### src/rtl/cmpgt_serial_ctrl_if.sv
// cmpgt_serial_ctrl_if: operand request and result handshake bundle for the serial comparator
interface cmpgt_serial_ctrl_if #(parameter int WIDTH = 8);
  localparam int SW = $clog2(2*WIDTH+1);
  logic in_valid;
  logic in_ready;
  logic [WIDTH-1:0] a;
  logic [WIDTH-1:0] b;
  logic out_valid;
  logic out_ready;
  logic gt;
  logic eq;
  logic lt;
  logic [SW-1:0] steps;
  modport master (output in_valid, a, b, out_ready, input in_ready, out_valid, gt, eq, lt, steps);
  modport slave (input in_valid, a, b, out_ready, output in_ready, out_valid, gt, eq, lt, steps);
endinterface

### src/rtl/cmpgt_serial_ctrl.sv
// cmpgt_serial_ctrl: MSB-first magnitude compare by sequencing one shared 1-bit greater-than cell
module cmpgt_serial_ctrl #(
  parameter int WIDTH = 8,
  parameter bit EARLY_EXIT = 1
) (
  input  logic clk,
  input  logic rst_n,
  cmpgt_serial_ctrl_if.slave bus,
  output logic cell_a,
  output logic cell_b,
  input  logic cell_o
);
  localparam int SW = $clog2(2*WIDTH+1);
  localparam int IW = $clog2(WIDTH);
  typedef enum logic [1:0] {IDLE, FWD, REV, DONE} state_t;
  state_t state, nxt;
  logic [WIDTH-1:0] a_r, b_r;
  logic [IW-1:0] idx;
  logic [SW-1:0] steps;
  logic decided, gt, eq, lt, hit, last;
  assign hit = cell_o && !decided;
  assign last = idx == '0;
  assign bus.in_ready = state == IDLE;
  assign bus.out_valid = state == DONE;
  assign bus.gt = gt;
  assign bus.eq = eq;
  assign bus.lt = lt;
  assign bus.steps = steps;
  always_ff @(posedge clk or negedge rst_n)
    if (!rst_n) state <= IDLE;
    else state <= nxt;
  always_comb begin
    nxt = state;
    cell_a = 1'b0;
    cell_b = 1'b0;
    case (state)
      IDLE: nxt = bus.in_valid ? FWD : IDLE;
      FWD: begin
        cell_a = a_r[idx];
        cell_b = b_r[idx];
        nxt = (hit && EARLY_EXIT) ? DONE : REV;
      end
      REV: begin
        cell_a = b_r[idx];
        cell_b = a_r[idx];
        nxt = ((hit && EARLY_EXIT) || last) ? DONE : FWD;
      end
      DONE: nxt = bus.out_ready ? IDLE : DONE;
      default: nxt = IDLE;
    endcase
  end
  // once decided, later cell outputs never touch the result (constant-time mode keeps scanning)
  always_ff @(posedge clk or negedge rst_n)
    if (!rst_n) begin
      a_r <= '0;
      b_r <= '0;
      idx <= '0;
      steps <= '0;
      decided <= 1'b0;
      gt <= 1'b0;
      eq <= 1'b0;
      lt <= 1'b0;
    end else begin
      case (state)
        IDLE: if (bus.in_valid) begin
          a_r <= bus.a;
          b_r <= bus.b;
          idx <= IW'(WIDTH-1);
          steps <= '0;
          decided <= 1'b0;
          gt <= 1'b0;
          eq <= 1'b0;
          lt <= 1'b0;
        end
        FWD: begin
          steps <= steps + SW'(1);
          if (hit) begin
            gt <= 1'b1;
            decided <= 1'b1;
          end
        end
        REV: begin
          steps <= steps + SW'(1);
          if (hit) begin
            lt <= 1'b1;
            decided <= 1'b1;
          end
          if (!last) idx <= idx - IW'(1);
          else if (!decided && !cell_o) eq <= 1'b1;
        end
        default: ;
      endcase
    end
endmodule

### src/flat_wrapper.sv
// flat-port wrapper written by rule: the top's interface ports become plain ports
module cmpgt_serial_ctrl_flat 
#(
  parameter int WIDTH = 8,
  parameter bit EARLY_EXIT = 1
)
  (clk, rst_n, cell_a, cell_b, cell_o, bus_in_valid, bus_a, bus_b, bus_out_ready, bus_in_ready, bus_out_valid, bus_gt, bus_eq, bus_lt, bus_steps);
  cmpgt_serial_ctrl_if #(.WIDTH(WIDTH)) bus_i ();
  input  logic clk;
  input  logic rst_n;
  output logic cell_a;
  output logic cell_b;
  input  logic cell_o;
  input wire logic [$bits(bus_i.in_valid)-1:0] bus_in_valid;
  input wire logic [$bits(bus_i.a)-1:0] bus_a;
  input wire logic [$bits(bus_i.b)-1:0] bus_b;
  input wire logic [$bits(bus_i.out_ready)-1:0] bus_out_ready;
  output wire logic [$bits(bus_i.in_ready)-1:0] bus_in_ready;
  output wire logic [$bits(bus_i.out_valid)-1:0] bus_out_valid;
  output wire logic [$bits(bus_i.gt)-1:0] bus_gt;
  output wire logic [$bits(bus_i.eq)-1:0] bus_eq;
  output wire logic [$bits(bus_i.lt)-1:0] bus_lt;
  output wire logic [$bits(bus_i.steps)-1:0] bus_steps;
  assign bus_i.in_valid = bus_in_valid;
  assign bus_i.a = bus_a;
  assign bus_i.b = bus_b;
  assign bus_i.out_ready = bus_out_ready;
  assign bus_in_ready = bus_i.in_ready;
  assign bus_out_valid = bus_i.out_valid;
  assign bus_gt = bus_i.gt;
  assign bus_eq = bus_i.eq;
  assign bus_lt = bus_i.lt;
  assign bus_steps = bus_i.steps;
  cmpgt_serial_ctrl #(.WIDTH(WIDTH), .EARLY_EXIT(EARLY_EXIT)) u_core (.clk(clk), .rst_n(rst_n), .bus(bus_i), .cell_a(cell_a), .cell_b(cell_b), .cell_o(cell_o));
endmodule
### config.mk
export PLATFORM = sky130hd
export DESIGN_NAME = cmpgt_serial_ctrl_flat
export DESIGN_NICKNAME = d
export VERILOG_FILES = /design/src/rtl/cmpgt_serial_ctrl_if.sv /design/src/rtl/cmpgt_serial_ctrl.sv /design/src/flat_wrapper.sv
export SDC_FILE = /design/constraint.sdc
export NUM_CORES = 1
export LEC_CHECK = 0
export ABC_CLOCK_PERIOD_IN_PS = 2000
export CORE_UTILIZATION = 50
export CTS_CLUSTER_DIAMETER = 120
export DETAILED_ROUTE_END_ITERATION = 16
export GPL_TIMING_DRIVEN = 0
export PLACE_DENSITY = 0.76
export SETUP_SLACK_MARGIN = 0.15
export SYNTH_ARGS = -nofsm -noshare
export SYNTH_HDL_FRONTEND = slang
export SYNTH_SLANG_ARGS = --single-unit
### constraint.sdc
create_clock -name clk -period 2 [get_ports clk]
set_input_delay 0.6 -clock clk [delete_from_list [all_inputs] [get_ports clk]]
set_output_delay 0.6 -clock clk [all_outputs]
set_load 0.01 [all_outputs]
# After elaboration in Yosys (flattened, before gate mapping)
# Cells that the tools add are included.
[word_totals]
reg_bits = 30
word_cells = 64
out_inout_bits = 12
[classes]
eq_ne = 10
reduce_logical = 18
addsub = 2
order_cmp = 1
muxes = 24
[op_table]
columns = ["op", "count"]
rows = [
  ["$pmux 1 s2", 6],
  ["$reduce_and 3->1", 4],
  ["$ne 2x1->1 const B", 5],
  ["$pmux 5 s2", 1],
  ["$mux 1", 8],
  ["$pmux 2 s4", 1],
  ["$bmux 1 s3", 2],
  ["$mux 3", 2],
  ["$pmux 3 s2", 1],
  ["$reduce_bool 2->1", 3],
  ["$add 5x1->5 const B", 1],
  ["$mux 5", 1],
  ["$eq 2x2->1 const B", 2],
  ["$lt 3x4->1 const B", 1],
  ["$mux 2", 2],
  ["$ne 2x2->1 const B", 2],
  ["$reduce_and 2->1", 2],
  ["$reduce_and 4->1", 1],
  ["$logic_not 3->1", 1],
  ["$sub 3x1->3 const B", 1],
  ["$eq 2x1->1 const B", 1],
  ["$logic_and 1x1->1", 2],
  ["$logic_not 1->1", 2],
  ["$logic_not 2->1", 1],
  ["2 further kinds", 2],
]

# Logic depth before layout (Yosys ltp)
[logic_depth]
ltp_word = 5
depth_mapped = 7
ltp_nobuf = 6

# Least setup slack after synthesis
# No wires, ideal clock.
[synth_timing]
path_kind = "register to output"
start = "reg u_core.idx[0]"
end = "out cell_a"
slack_ps = 116
path_stages_with_launch = 5
t_arrival_ps = 1284
cell_sequence = "dfrtp_1 > buf_6 > mux4_1 > mux2i_1 > o22ai_1"
[synth_between]
elab_chain_cells = 3
[synth_lines]
columns = ["element", "line", "rtl"]
rows = [
  ["from (decl)", "cmpgt_serial_ctrl.sv:18", "logic [IW-1:0] idx;"],
  ["from (signal assigned)", "cmpgt_serial_ctrl.sv:68", "idx <= IW'(WIDTH-1);"],
  ["from (signal assigned)", "cmpgt_serial_ctrl.sv:88", "if (!last) idx <= idx - IW'(1);"],
  ["$bmux 1 s3 (on tied branches)", "cmpgt_serial_ctrl.sv:44, cmpgt_serial_ctrl.sv:39", ""],
  ["$mux 1 (on tied branches)", "cmpgt_serial_ctrl.sv:44, cmpgt_serial_ctrl.sv:39", ""],
  ["$pmux 1 s2 (*)", "cmpgt_serial_ctrl.sv:36", "case (state)"],
  ["to (decl)", "flat_wrapper.sv:11", "output logic cell_a;"],
]
# Every way passes the cells marked *; elsewhere a longest branch is shown, timed or not. The select of a mux whose other input is x is not followed.

# Worst setup path after layout
# Same ends and word-level chain as after synthesis.

==> results.toml <==
[setup_path]
arrival_ns = 1.86
startpoint = "u_core.idx[0]$_DFFE_PN0P_"
worstSetupPathType = "flip-flop to output pin"
r2r_end = "u_core.a_r[1]$_DFFE_PN0P_"
r2r-start = "u_core.state[1]$_DFF_PN0_"
critPathRequiredTime_ns = 1.40
timing.reg2reg.setup_slack_ns = 0.37
endpoint_kind = "output pin"
r2r_cells = 6
crit_fanout = 7
start_kind = "flip-flop"
cp-endpoint = "cell_a"

[power]
p_leak_nw = 0.959
powerDensity_nw_per_um2 = 1630
peakVddDrop_v = 0.000810

[timing]
finalWorstSetupSlack_ns = -0.463
rsz0062_at_grt = "true"
hold_viol = 0
timing.hold.ws_ns = 0.289
maxSlewViolCount = 0
slew_headroom_pct = 55.4
period_share_pct = 123
fmax_mhz = 406
skew_ns = 0.00768
final-setup-viol-count = 2
fin_crit_ns = 2.46
tightest_slew_ns = 0.669

[floorplan]
initial_core_util_pct = 54.3
fp.dieH_um = 57.4
ios = 33
dieWidth_um = 57.4
core-area_um2 = 2830
rows = 19
die_area_um2 = 3300

[detailed_routing]
viasPerCell = 5.59
drt-pass1-iter-count = 10
num_vias = 1190
drc = 1
ant_nets = 0
drt-total-wl_um = 3400
wl_per_cell_um = 16.0
drtIter0Drc = 34

[global_routing]
grt_usage_pct = 24.0
grt_pass1_wl_um = 5870
grt_start_max_net_pins = 31
first_global_vias = 1288
antenna_found_initial = 0
grt-ovfl-total = 0

[placement]
dpl_cell_area_um2 = 1900
place_congestion = 0.792
dpl.hpwl_um = 2360
portBuffers = 32
dp.cells = 195

[clocking]
htreeDepth = 2
worstSkewPairLatency_ns = 0.33
cts_hold_buf = 0
cts_tree = "built"
cts_buffers = 5
root_buffer = "clkbuf_4"
clkSinkCount = 30
cts_buffer_depth = 2
clk_pin_slew_ns = 0.09

[synthesis]
syn_nets = 160
synth_area_leaders = "dfrtp_1 49%, mux2_2 12%, mux4_1 6.8%"
synth-seq-area-share_pct = 48.9
synthCells = 132
synth_top_area_share_pct = 48.9
synth-seq-cells = 30
synthesis.area_um2 = 1540
syn_avg_cell_area_um2 = 11.6
synth_warnings = 0
synth_cell_types = 25
yosys.area.top_type = "dfrtp_1"

[run_status]
violations = "DRC, setup timing"
status = "finished with violations"

[run]
maxCapViolations = 0

[finish]
design_area_um2 = 2050
fin_nets = 209
drive_above_1_share_pct = 31.9
fin_util_pct = 72.6
syn_to_final_growth_pct = 33.7
finalNonFillerCells = 213
fillers = 219
num_antenna_cells = 0
seq_area_um2 = 751
multiInputGateArea_um2 = 752

[hold_path]
hold_path_class = "input pin to async pin"
==> cell usage after synthesis <==
cell	n
dfrtp_1	30
mux2_2	17
nor2_1	13
a21oi_1	11
nand2_1	8
ha_1	7
o21ai_0	5
inv_1	4
mux2i_1	4
mux4_1	4
a31oi_1	3
buf_2	3
clkbuf_1	3
nand2b_1	3
nor2b_1	3
nand3_1	2
nand4_1	2
o22ai_1	2
xor2_1	2
a221oi_1	1
a22o_1	1
a32o_1	1
buf_6	1
nor3_1	1
nor3b_1	1
==> logic make-up after synthesis <==
family / share of synthesized area [%]
DFF: 48.9
and+or+nand+nor: 9.86
buffers and inverters: 3.42
muxes: 21.9
adders and majority gates: 5.70
AOI/OAI and AO/OA: 9.05
xor gates and xnor gates: 1.14
==> flip-flops by register name, summed over array words and instances (netlist names), 2 cells and up <==
| signal | flops |
|---|---|
| u_core.idx | 3 |
| u_core.b_r | 8 |
| u_core.bus.steps | 5 |
| u_core.a_r | 8 |
| u_core.state | 2 |
==> worst min path at each step <==
stage / cells after the start / slack [ns] / endpoint / from
2_1_floorplan: 0 / 0.30 / u_core.a_r[0]$_DFFE_PN0P_ / rst_n
3_5_place_dp: 1 / 0.49 / u_core.a_r[3]$_DFFE_PN0P_ / u_core.a_r[3]$_DFFE_PN0P_
4_1_cts: 1 / 0.51 / u_core.a_r[3]$_DFFE_PN0P_ / u_core.a_r[3]$_DFFE_PN0P_
6_report: 1 / 0.29 / u_core.a_r[4]$_DFFE_PN0P_ / rst_n
5_1_grt: 1 / 0.33 / u_core.a_r[7]$_DFFE_PN0P_ / rst_n
3_3_place_gp: 1 / 0.48 / u_core.b_r[2]$_DFFE_PN0P_ / u_core.b_r[2]$_DFFE_PN0P_
==> layout by cell type (no fill, tap or decap), drive strengths merged <==
master,instances
nor3,1
clkbuf,12
nor3b,1
xor2,2
mux2,17
nand4,2
dlygate4sd2,6
nand3,2
o21ai,5
buf,18
nand2b,3
a32o,1
a221oi,1
clkdlybuf4s50,19
nor2b,3
a31oi,3
nor2,13
mux2i,4
a22o,1
inv,4
a21oi,11
dlymetal6s2s,2
dfrtp,30
nand2,8
mux4,4
ha,7
o22ai,2
==> power by group <==
part,switching (mW),internal (mW)
sequential,0.181,0.892
combinational,0.835,0.981
clock,0.212,0.240
total,1.23,2.11
==> per-stage QoR <==
step	setup TNS [ns]	total power [mW]	setup slack, ns
detailed placement	-8.29	2.71	-0.477
finish	-0.909	3.34	-0.463
CTS	-0.926	3.28	-0.476
floorplan	0	2.18	0.132
global route	-1.09	3.57	-0.550
global placement	-5.79	2.62	-0.400
==> area by class of cell <==
cell class | instances | area share [%]
buffer | 7 | 2.07
clock buffer | 8 | 3.84
inverter | 4 | 0.731
multi-input combinational | 91 | 36.6
sequential | 30 | 36.6
tap | 31 | 1.89
timing repair buffer | 42 | 18.3
==> critical path: stages (launching register included) <==
cell and delay [ns]:
dfrtp_1 0.35, buf_6 0.14, mux4_2 0.52, mux2i_2 0.19, buf_4 0.14, o22ai_2 0.06
buf_2 0.14
==> what timing repair did <==
action	in CTS	in global routing
resized for setup	25	8
setup endpoints to repair	41	6
setup buffers	8	2
hold endpoints to repair	0	0
pin swaps	1	0
==> per-layer routing <==
metal | share of wire [%] | track usage [%] | vias to the layer above | routed length [µm]
met2 | 53 | 41.5 | 31 | 1810
met1 | 42 | 29.4 | 581 | 1410
met5 | 0 | 0 | - | 0
li1 | - | - | 573 | -
met3 | 3.7 | 4.76 | 5 | 127
met4 | 1.4 | 9.76 | 0 | 46
(Power assumes the default switching activity.)
